--- src/rtl/io_input_unit.sv ---
// io_input_unit: console receive FIFO read by privileged GETC/RXCNT ops, popped only on retire
package io_input_pkg;
  typedef struct packed {
    logic [7:0] insn;
  } op_t;
  typedef enum logic {USER = 1'b0, SUPERVISOR = 1'b1} cpl_t;
  localparam logic [7:0] OPC_GETC  = 8'h30;
  localparam logic [7:0] OPC_RXCNT = 8'h31;
  function automatic logic [7:0] opc(input logic [7:0] insn);
    return insn;
  endfunction
endpackage

module io_input_unit
  import io_input_pkg::*;
#(
  parameter int DATA_WIDTH = 64,
  parameter int DEPTH      = 8
) (
  input  logic                      clk,
  input  logic                      rst,
  input  op_t                       op_spec_i,
  input  logic                      issue_i,
  input  logic                      flush_i,
  input  logic                      retire_i,
  input  cpl_t                      cpl_i,
  input  logic                      cpl_recompute_i,
  output logic                      done_o,
  output logic [DATA_WIDTH-1:0]     result_o,
  output logic                      fault_o,
  input  logic                      rx_valid_i,
  input  logic [7:0]                rx_data_i,
  output logic                      rx_ready_o,
  output logic [$clog2(DEPTH):0]    rx_count_o
);
  localparam int AW = $clog2(DEPTH);
  localparam int CW = AW + 1;
  typedef enum logic [1:0] {IDLE, WAIT, DONE} state_t;
  typedef enum logic [1:0] {K_GETC, K_RXCNT, K_BAD} kind_t;
  state_t state;
  kind_t kind;
  logic [AW-1:0] wr_ptr, rd_ptr;
  logic [CW-1:0] count;
  logic [7:0] mem [DEPTH];
  logic push, pop, empty, retire_ok, good_retire;
  logic [7:0] head;
  assign empty = count == '0;
  assign head = mem[rd_ptr];
  assign rx_ready_o = rst && (count != CW'(DEPTH));
  assign rx_count_o = count;
  assign push = rx_valid_i && rx_ready_o;
  assign retire_ok = (state == DONE) && retire_i && !flush_i && !cpl_recompute_i && (cpl_i == SUPERVISOR);
  assign good_retire = retire_ok && (kind != K_BAD);
  assign pop = retire_ok && (kind == K_GETC);
  assign done_o = (state == DONE) && !cpl_recompute_i;
  // byte storage; contents are only read when the FIFO is non-empty, so no reset is needed
  always_ff @(posedge clk) begin
    if (push) mem[wr_ptr] <= rx_data_i;
  end
  // FIFO pointers and occupancy; a byte leaves only when its GETC retires
  always_ff @(posedge clk or negedge rst) begin
    if (!rst) begin
      wr_ptr <= '0;
      rd_ptr <= '0;
      count <= '0;
    end else begin
      if (push) wr_ptr <= wr_ptr + 1'b1;
      if (pop) rd_ptr <= rd_ptr + 1'b1;
      count <= count + CW'(push) - CW'(pop);
    end
  end
  // op sequencing: capture the result on issue (or when a waiting GETC sees data), release on retire/flush
  always_ff @(posedge clk or negedge rst) begin
    if (!rst) begin
      state <= IDLE;
      kind <= K_BAD;
      result_o <= '0;
      fault_o <= 1'b0;
    end else begin
      fault_o <= retire_i && !flush_i && !good_retire;
      if (flush_i) state <= IDLE;
      else case (state)
        IDLE: if (issue_i) begin
          kind <= opc(op_spec_i.insn) == OPC_GETC ? K_GETC : opc(op_spec_i.insn) == OPC_RXCNT ? K_RXCNT : K_BAD;
          if (opc(op_spec_i.insn) == OPC_GETC) begin
            if (!empty) result_o <= DATA_WIDTH'(head);
            state <= empty ? WAIT : DONE;
          end else begin
            result_o <= opc(op_spec_i.insn) == OPC_RXCNT ? DATA_WIDTH'(count) : '0;
            state <= DONE;
          end
        end
        WAIT: if (!empty) begin
          result_o <= DATA_WIDTH'(head);
          state <= DONE;
        end
        DONE: if (retire_i) state <= IDLE;
        default: state <= IDLE;
      endcase
    end
  end
endmodule

--- config.mk ---
export PLATFORM = sky130hd
export DESIGN_NAME = io_input_unit
export DESIGN_NICKNAME = d
export VERILOG_FILES = /design/src/rtl/io_input_unit.sv
export SDC_FILE = /design/constraint.sdc
export NUM_CORES = 1
export LEC_CHECK = 0
export ABC_AREA = 1
export BUFFER_PORTS_ARGS = -buffer_cell sky130_fd_sc_hd__buf_2
export CORE_ASPECT_RATIO = 1.4
export CORE_MARGIN = 3
export CORE_UTILIZATION = 56
export DETAILED_ROUTE_END_ITERATION = 6
export PLACE_DENSITY = 0.87
export SLEW_MARGIN = 40
export SYNTH_ARGS = -nofsm -noshare
export SYNTH_HDL_FRONTEND = slang
export SYNTH_SLANG_ARGS = --single-unit
export TNS_END_PERCENT = 30
--- constraint.sdc ---
create_clock -name clk -period 2.5 [get_ports clk]
set_input_delay 0.125 -clock clk [delete_from_list [all_inputs] [get_ports clk]]
set_output_delay 0.125 -clock clk [all_outputs]
set_load 0.1 [all_outputs]
---- Yosys cells after proc, flatten, opt, wreduce, memory -nomap -nowiden ----
Memory sizes are Yosys's and may differ from the RTL's.
Index checks and enable logic that the tools add are counted.
word-level totals
  register bits ........................... 79
  memory bits (writable) .................. 64
  bits of input ports ..................... 24
  output and inout bits ................... 71
  word-level logic and storage cells ...... 60
  memories kept ........................... 1
memories
  name  depth  width  rd ports  clocked after Yosys merged registers in  wr ports  line  source
  mem   8      8      1         0                                        1         44    logic [7:0] mem [DEPTH];
cells by class
  add/subtract/negate cells ............... 4
  eq/ne operators ......................... 10
  muxes and demuxes ....................... 16
  bitwise gates (word level) .............. 1
  reductions and logical operators ........ 21
operator list
  cell                                                 count
  two-way mux 64 bit                                   3
  one-hot mux 64 bit (2 select lines)                  1
  equality test 8 x 6 -> 1 bit, second input constant  2
  two-way mux 2 bit                                    8
  logical AND 1 bit                                    11
  != test 3 bit, second input constant                 3
  AND reduction 3 bit                                  3
  adder 3 x 1 -> 3 bit, second input constant          2
  one-hot mux 2 bit (3 select lines)                   1
  adder 4 x 1 -> 4 bit                                 1
  zero test 2 bit                                      2
  zero test 4 bit                                      1
  two-way mux 4 bit                                    1
  != test 2 bit, second input constant                 2
  != test 4 bit, second input constant                 1
  subtractor 4 x 1 -> 4 bit                            1
  zero test 1 bit                                      3
  equality test 2 x 1 -> 1 bit, second input constant  1
  equality test 2 bit, second input constant           1
  two-way mux 1 bit                                    2
  nonzero test 2 bit                                   1
  inverter 1 bit                                       1

---- Depth between registers and ports, before layout ----
Gate-level depths: netlist of the first run.
  depth in word-level cells ............... 8
  gate-level depth with buffers ........... 11
  gate-level depth less buffers ........... 11

---- Worst setup path after synthesis of the first run ----
No wires, ideal clock.
  path kind ............................... register to register
  start ................................... register count[2] (netlist: rx_count_o[2])
  end ..................................... register count[2] (netlist: rx_count_o[2])
  setup time .............................. 0.125 ns
  data arrival time ....................... 3.294 ns
  required time ........................... 2.375 ns
  setup slack ............................. -0.919 ns
  cell stages (with the launch flop) ...... 10
  buffers on the path ..................... 0
  clock period less this slack ............ 3.419 ns
  cells stage by stage .................... dfrtp_1 inv_1 ha_1 a31oi_4 nand2_2 ha_1 inv_1 ha_1 fa_1 xor2_1
between the ends
  word-level cells in the longest chain between the ends .. 5
ends and longest elaborated chain
  element                    line  source
  start, declared            43    logic [CW-1:0] count;
  start signal, assigned     69    count <= count + CW'(push) - CW'(pop);
  != test 4 bit              49    assign rx_ready_o = rst && (count != CW'(DEPTH));
  logical AND 1 bit          49
  via rx_ready_o             33    output logic rx_ready_o,
  logical AND 1 bit          51    assign push = rx_valid_i && rx_ready_o;
  adder 4 x 1 -> 4 bit       69
  subtractor 4 x 1 -> 4 bit  69
The timed path passes the listed nets, and every way through them passes these cells.
A chain may end at the register's enable or synchronous reset.

---- Worst setup path after layout of the first run ----
  start ................................... register count[2] (netlist: rx_count_o[2])
  end ..................................... register state[1]
between the ends
  word-level cells in the longest chain between the ends .. 6
  elaborated cells on any way between the ends .. 8
  classes of those cells .................. eq/ne (1); mux (5); reduce/logical (2)
ends and longest elaborated chain
  element                             line  source
  zero test 4 bit (*)                 47    assign empty = count == '0;
  two-way mux 2 bit                   87    state <= empty ? WAIT : DONE;
  two-way mux 2 bit                   85    if (opc(op_spec_i.insn) == OPC_GETC) begin
  two-way mux 2 bit                   83    IDLE: if (issue_i) begin
  one-hot mux 2 bit (3 select lines)  82    else case (state)
  two-way mux 2 bit                   81    if (flush_i) state <= IDLE;
  end signal, assigned                87
  end, declared                       40    state_t state;
Mark *: on every way between the ends. The rest lies on a longest branch, timed or not. The select of a mux whose other input is x is not followed.

==> impl_metrics.toml, run 1 <==
[cells_and_area]
final_cell_count_no_fill = 812
layout-drive-gt1-share_pct = 27.33
final_area_um2 = 7386
ff_latch_area_um2 = 3913
area_growth_pct = 24.54
nets = 697
antenna_cells = 0
fill_cells = 665
post-route-util_pct = 73.02
multi_input_area_um2 = 1655

[sta]
layout_setup_ws_ps = 282.7
finalSetupViolCount = 0
whs_ps = 58.42
rsz0062_at_grt = "false"
fin_setup_tns_ps = 0
post-route-period-util_pct = 88.69
finClkSkew_ps = 4.566
relSlewSlack_pct = 53.06
slew_violations = 0
hold_viol = 0
period_minus_slack_ps = 2217
worst_pin_slew_ps = 703.3
max_freq_ghz = 0.4510

[die]
io_pins = 95
initial_utilization_pct = 58.63
fp.coreArea_um2 = 10110
die_w_um = 92.98
rows = 43
die_area_um2 = 11880
die_h_um = 127.8

[synth]
synth_top_area_share_pct = 32.91
seq_area_frac_synth_pct = 65.76
synth_top_area_cell = "dfrtp_1"
syn_inst = 547
synth.top_cells.by_count = "nand2_1 (100), dfrtp_1 (78), nor2_1 (76), inv_1 (74)"
ys_ff_latch = 143
avgSynthCellArea_um2 = 10.84
synth-edff-count = 64
synth-async-reset-ratio_pct = 55.24
syn-num-nets = 580
yosysMostFrequentCell = "nand2_1"
synthTopCellsByArea = "dfrtp_1 (33%), edfxtp_1 (32%), nand2_1 (6.3%)"
syn-cell-area_um2 = 5931
yosys_warnings = 0
ys.flop_type = "dfrtp_1"
ys_types = 36

[clocking]
clk_root_buffer_cell = "clkbuf_16"
cts_tree = "yes"
cts_made_buffers = 17
cts_sinks = 143
clk_latency_ps = 410
h-tree-depth = 4
clk_path_buf_depth = 2
cts_setup_buffers = 0
clk_pin_slew_ps = 60

[grt]
grtUsageTotal_pct = 24.16
grt_pass1_wl_um = 21740
grt_pass1_vias = 4447
grt_max_degree = 80
antenna_found_initial = 0
grt-ovfl-total = 0

[run]
cap_violations = 0

[critical_path]
path_buf_inv = 2
worst_ep_required_time_ps = 2790
cp_top_family = "buffers and inverters"
arrival_ps = 2500
max_stage_delay_ps = 600
setup.worst_path.end_class = "flip-flop"
cp_max_fo = 18
start_kind = "flip-flop"
path_cells = "inv_4 > ha_1 > nand3_4 > o21ai_2 > o32ai_1 > dlygate4sd3_1"
critPathSlowestCell = "dlygate4sd3_1"
setup.worst_path.class = "reg2reg"

[drt]
vias = 4198
route.antenna.remaining_nets = 0
totalWireLength_um = 13240
route.detailed.drc = 0
firstDrtPassIters = 6
drtIter0Drc = 440
via_per_inst = 5.170
wl_per_cell_um = 16.30

[pwr]
p_sw_mw = 2.170
peakVddDrop_mv = 0.6238
p_leak_nw = 3.388
switching_share_pct = 30.63
power_mw = 7.083
power.internal_mw = 4.913
p_seq_share_pct = 39.0
power_frac_comb_pct = 22.2
p_per_area_nw_per_um2 = 959.0
clock_power_share_pct = 38.8

[placed_design]
placed_area_um2 = 6628
numPortBuffers = 94
gp_congestion = 0.8240
dp_cells = 769
place_ws_ps = 323.3
hpwl_um = 8651

[worst_hold_path]
holdCritPathClass = "in2reg"

[status]
status = "finished, final reports clean"
per-layer routing:
layer  vias up  wire (um)  part of all wire [%]  global-route usage (%)
met5         -          0                     0                       0
met4         0        431                   3.3                   10.70
met3        38        881                   6.7                   6.988
met2       185       7038                    53                   42.55
met1      2010       4885                    37                   27.01
li1       1965          -                     -                       -
power by group through the flow:
stage | combinational, mW | sequential (mW) | clock (mW)
after floorplan | 0.870 | 3.07 | 0
after global placement | 1.45 | 2.78 | 0
after detailed placement | 1.51 | 2.80 | 0
after CTS | 1.57 | 2.76 | 2.77
after global routing | 1.72 | 2.78 | 2.88
final | 1.57 | 2.76 | 2.75
worst paths after layout:
kind | from | end | slack, ps | depth (start not counted)
min reg2reg | result_o[39] | result_o[39] | 490 | 2
max reg2reg | rx_count_o[2] | state[1] | 280 | 6
min in group asynchronous | rst | result_o[17] | 390 | 3
min | rx_valid_i | wr_ptr[2] | 60 | 3
max in group asynchronous | rst | rx_count_o[1] | 1610 | 3
max | rx_count_o[2] | state[1] | 280 | 6
layout by cell type (no fill, tap or decap), drive strengths merged:
master,n
dlygate4sd3,11
bufinv,6
nor3,4
fa,1
o22ai,1
clkinv,13
or2,1
buf,105
dfstp,1
inv,79
xnor2,1
clkbuf,17
o32ai,1
nor2,99
o21ai,5
a21oi,9
a31oi,1
o31ai,1
ha,8
nand3,65
nand2,102
xor2,3
edfxtp,64
nor4,1
dfrtp,78
area by class of cell:
type | instances | share of cell area (%)
Sequential cell | 143 | 52.97
Multi-Input combinational cell | 303 | 22.41
Timing Repair Buffer | 116 | 9.233
Clock buffer | 17 | 5.760
Inverter | 83 | 4.320
Clock inverter | 15 | 3.015
Tap cell | 135 | 2.287
flip-flops by register name, indices dropped and copies added, names as in the netlist:
name,count
fault_o,1
rx_count_o,4
kind,2
rd_ptr,3
state,2
mem,64
result_o,64
wr_ptr,3
worst register-to-register path, delay by kind of cell, from the launching register on:
family | cells | cell delay (ps)
fa+ha+maj | 1 | 190
simple gates | 1 | 250
buf+inv | 2 | 690
flops | 1 | 490
compound gates | 2 | 480
timing repair:
item / 4_1_cts / 5_1_grt
setup endpoints to repair: 0 / 0
hold buffers: 11 / 0
hold endpoints to repair: 139 / 0
resized for setup: 0 / 0
cells by family (layout without fill, tap and decap cells):
family	after synthesis	in the layout	share of synthesized area, %
and+or+nand+nor	272	272	21.90
DFF	143	143	65.76
buffers and inverters	101	231	7.553
AOI/OAI and AO/OA	18	18	2.173
adders and majority gates	9	9	2.025
xor gates and xnor gates	4	4	0.5908
(Power assumes the default switching activity.)
==> inputs of run 2 (changes only) <==
--- a/config.mk
+++ b/config.mk
@@ -12,6 +12,7 @@
 export CORE_UTILIZATION = 56
 export DETAILED_ROUTE_END_ITERATION = 6
 export PLACE_DENSITY = 0.87
+export RECOVER_POWER = 50
 export SLEW_MARGIN = 40
 export SYNTH_ARGS = -nofsm -noshare
 export SYNTH_HDL_FRONTEND = slang
==> impl_metrics.toml, run 2 (synthesis gave the netlist of run 1 again) <==
[placed_design]
dp_cells = 769
hpwl_um = 8651
place_ws_ps = 323.3
numPortBuffers = 94
gp_congestion = 0.8240

[pwr]
power_mw = 7.083
p_leak_nw = 3.221
p_per_area_nw_per_um2 = 966.3
peakVddDrop_mv = 0.6241

[drt]
route.antenna.remaining_nets = 0
wl_per_cell_um = 16.33
via_per_inst = 5.186
totalWireLength_um = 13260
drtIter0Drc = 412
route.detailed.drc = 2
firstDrtPassIters = 7
vias = 4211

[clocking]
cts_sinks = 143
cts-resized-gates = 0
cts_made_buffers = 17
clk_pin_slew_ps = 60
cts_tree = "yes"
h-tree-depth = 4
clk_latency_ps = 410
clk_root_buffer_cell = "clkbuf_16"
clk_path_buf_depth = 2

[cells_and_area]
nets = 697
post-route-util_pct = 72.46
final_cell_mix = "nand2_1 (101), dfrtp_1 (74), inv_1 (73)"
layout-drive-gt1-share_pct = 20.97
antenna_cells = 0
final_cell_count_no_fill = 812
area_growth_pct = 23.59
final_common_cell = "nand2_1"

[sta]
slew_violations = 0
relSlewSlack_pct = 20.09
finalSetupViolCount = 0
hold_viol = 0
worst_pin_slew_ps = 1204
rsz0062_at_grt = "false"
post-route-period-util_pct = 90.23
layout_setup_ws_ps = 244.3
finClkSkew_ps = 4.914
whs_ps = 57.52
max_freq_ghz = 0.4433
period_minus_slack_ps = 2256

[critical_path]
start_kind = "flip-flop"
cp_max_fo = 4
arrival_ps = 2540
worst_ep_required_time_ps = 2790
setup.worst_path.end_class = "flip-flop"
setup.worst_path.class = "reg2reg"

[status]
status = "finished, violations left"
violations = "design-rule violations"

[die]
fp.coreArea_um2 = 10110
io_pins = 95
initial_utilization_pct = 58.63
die_w_um = 92.98
die_area_um2 = 11880
rows = 43
die_h_um = 127.8

[grt]
grt-ovfl-total = 0
grtUsageTotal_pct = 24.16
antenna_found_initial = 0
grt_pass1_vias = 4447
grt_max_degree = 80
grt_pass1_wl_um = 21740

[worst_hold_path]
holdCritPathClass = "in2reg"

[run]
cap_violations = 0
-- run 2: changes by cell type in the layout (fill, tap and decap cells not counted), sizes merged --
| cell | before | now |
|---|---|---|
| buf | 105 | 64 |
| clkbuf | 17 | 58 |
-- run 2: where the power goes --
part           switching, mW  internal, mW
clock network          0.902          1.85
registers              0.119          2.65
logic                   1.15         0.418
total                   2.17          4.91
-- run 2: what timing repair did --
item                      in CTS  in global routing
hold buffers                  11                  0
hold endpoints to repair     139                  0
setup buffers                  0                  0
-- run 2: final cells by class --
class / count / area [um^2]
Sequential cell: 143 / 3913
Clock buffer: 17 / 425.4
Multi-Input combinational cell: 303 / 1653
Tap cell: 135 / 168.9
Inverter: 83 / 319.1
Clock inverter: 15 / 222.7
Fill cell: 688 / 2785
Timing Repair Buffer: 116 / 628.1
-- run 2: routing by layer --
metal	part of all wire [%]	global-route usage (%)	vias up
li1	-	-	1968
met1	37	27.01	2026
met3	6.8	6.988	31
met5	0	0	-
met2	53	42.55	186
met4	3.0	10.70	0
-- run 2: final timing paths --
check,from,to,slack [ps],depth (start not counted)
setup / recovery,state[0],rx_count_o[1],240,9
hold / removal,rx_valid_i,wr_ptr[2],60,3
setup reg to reg,state[0],rx_count_o[1],240,9
hold reg to reg,result_o[51],result_o[51],490,2
max in group asynchronous,rst,rx_count_o[1],1550,3
min in group asynchronous,rst,result_o[17],440,3
-- run 2: worst max-delay path, cell delays in order, from the launching register on --
cell     delay [ps]
dfrtp_1         410
inv_1           130
nand2_1         130
nor2_4          110
nand2_1          90
nor4_2          360
ha_4            280
inv_2            60
ha_4            140
fa_2            420
-- run 2: metrics by stage --
step	instance area, um^2	setup TNS [ps]
3_5_place_dp	6628	0
3_3_place_gp	6624	0
5_1_grt	7330	0
2_1_floorplan	6022	-7451
6_report	7330	0
4_1_cts	7386	0
==> inputs of run 3 (changes only) <==
--- a/config.mk
+++ b/config.mk
@@ -13,6 +13,7 @@
 export DETAILED_ROUTE_END_ITERATION = 6
 export PLACE_DENSITY = 0.87
 export RECOVER_POWER = 50
+export SETUP_SLACK_MARGIN = 0.4
 export SLEW_MARGIN = 40
 export SYNTH_ARGS = -nofsm -noshare
 export SYNTH_HDL_FRONTEND = slang
==> constraint.sdc (replaced) <==
create_clock -name clk -period 2.4 [get_ports clk]
set_input_delay 0.12 -clock clk [delete_from_list [all_inputs] [get_ports clk]]
set_output_delay 0.12 -clock clk [all_outputs]
set_load 0.1 [all_outputs]
==> impl_metrics.toml, run 3 (synthesis gave the netlist of run 1 again) <==
[status]
status = "finished, final reports clean"

[grt]
grtUsageTotal_pct = 25.50
grt_pass1_vias = 4606
grt_max_degree = 80
use_met1_pct = 29.20
busiest_layer = "met2"
grt_use_met2_pct = 43.95
grt_pass1_wl_um = 22790
antenna_found_initial = 0
groute.layer.met3.usage_pct = 7.046
grt-ovfl-total = 0

[critical_path]
cp_max_fo = 3
path_cells = "ha_4 > a31oi_4 > buf_4 > buf_2"
path_buf_inv = 2
max_stage_delay_ps = 500
arrival_ps = 1960
worst_ep_required_time_ps = 2280
reg2reg_depth = 8
critPathSlowestCell = "dfrtp_4"
regToRegSetupSlack_ps = 320
r2r_end = "rx_count_o[2]"
start_kind = "flip-flop"
cp_top_family = "buffers and inverters"
rr_startpoint = "rx_count_o[3]"
setup.worst_path.end_class = "primary output"
setup.worst_path.class = "reg2out"

[sta]
whs_ps = 110.2
post-route-period-util_pct = 86.78
max_freq_ghz = 0.4801
worst_pin_slew_ps = 1195
slew_violations = 0
finClkSkew_ps = 8.907
layout_setup_ws_ps = 317.3
finalSetupViolCount = 0
hold_viol = 0
relSlewSlack_pct = 20.69
period_minus_slack_ps = 2083
rsz0062_at_grt = "true"

[run]
cap_violations = 0

[cells_and_area]
final_common_cell = "nand2_1"
post-route-util_pct = 72.91
antenna_cells = 0
final_cell_mix = "nand2_1 (100), dfrtp_1 (74), inv_1 (72)"
layout-drive-gt1-share_pct = 22.66
nets = 704
area_growth_pct = 24.35

[worst_hold_path]
hold_path_depth = 3
holdCritPathClass = "in2reg"
hold_start = "rx_valid_i"
hold_path_end = "wr_ptr[2]"

[clocking]
cts_sinks = 143
clk_latency_ps = 420
clk_root_buffer_cell = "clkbuf_16"
cts_tree = "yes"
clk_pin_slew_ps = 60
clk_path_buf_depth = 2
cts_made_buffers = 17
h-tree-depth = 4

[die]
io_pins = 95
die_w_um = 92.98
initial_utilization_pct = 58.63
fp.coreArea_um2 = 10110
rows = 43
die_area_um2 = 11880
die_h_um = 127.8

[drt]
route.antenna.remaining_nets = 0
drtIter0Drc = 514
firstDrtPassIters = 6
wl_per_cell_um = 17.74
route.detailed.drc = 0
via_per_inst = 5.377
totalWireLength_um = 14530
vias = 4404

[pwr]
power_mw = 7.147
p_leak_nw = 3.229
p_per_area_nw_per_um2 = 969.1
peakVddDrop_mv = 0.7917

[placed_design]
place_ws_ps = 221.1
gp_congestion = 0.8338
hpwl_um = 8583
numPortBuffers = 94
[run 3: timing repair]
action,in CTS,in global routing
buffers inserted,6,2
hold buffers,11,0
resized for setup,4,0
endpoints found under the hold margin,136,0
setup endpoints to repair,69,64
gates cloned,1,0
pin swaps,7,5
[run 3: area by class of cell]
class / count / area, um^2
flip-flops and latches: 143 / 3913
fillers: 661 / 2740
multi-input cells: 304 / 1693
repair buffers: 122 / 696.9
clock buffers: 20 / 479.2
inverters: 83 / 319.1
well taps: 135 / 168.9
clock inverters: 12 / 105.1
[run 3: report_power, final]
part           total (mW)  internal, mW  switching (mW)
clock                2.55          1.55            1.01
combinational        1.71         0.454            1.26
sequential           2.88          2.76           0.128
[run 3: how the worst max path moves through the flow]
stage / startpoint / endpoint / slack (ps) / cells past startpoint
5_1_grt: state[0] / rx_count_o[3] / 270 / 11
2_1_floorplan: rx_count_o[2] / rx_count_o[2] / -390 / 9
3_5_place_dp: rx_count_o[2] / result_o[33] / 220 / 9
6_report: rx_count_o[3] / rx_ready_o / 320 / 4
4_1_cts: rx_count_o[3] / result_o[50] / 350 / 8
3_3_place_gp: state[0] / rx_count_o[1] / 290 / 9
[run 3: metrics by stage]
stage                     cells  setup TNS (ps)  instance area, um^2
final                       819               0                 7375
after global placement      767               0                 6621
after global routing        819               0                 7375
after CTS                   817               0                 7390
after detailed placement    767               0                 6625
after floorplan             547          -14550                 6035
[run 3: layer usage]
layer | share of wire, % | wire length (um)
met1 | 37 | 5337
met4 | 2.7 | 393
met2 | 54 | 7811
met3 | 6.8 | 984
met5 | 0 | 0
[run 3: worst register-to-register path, delay by kind of cell (launching register included)]
kind | cells | cell delay (ps)
flops | 1 | 500
simple gates | 1 | 100
compound gates | 1 | 230
xor+xnor | 1 | 150
fa+ha+maj | 4 | 930
buf+inv | 1 | 40
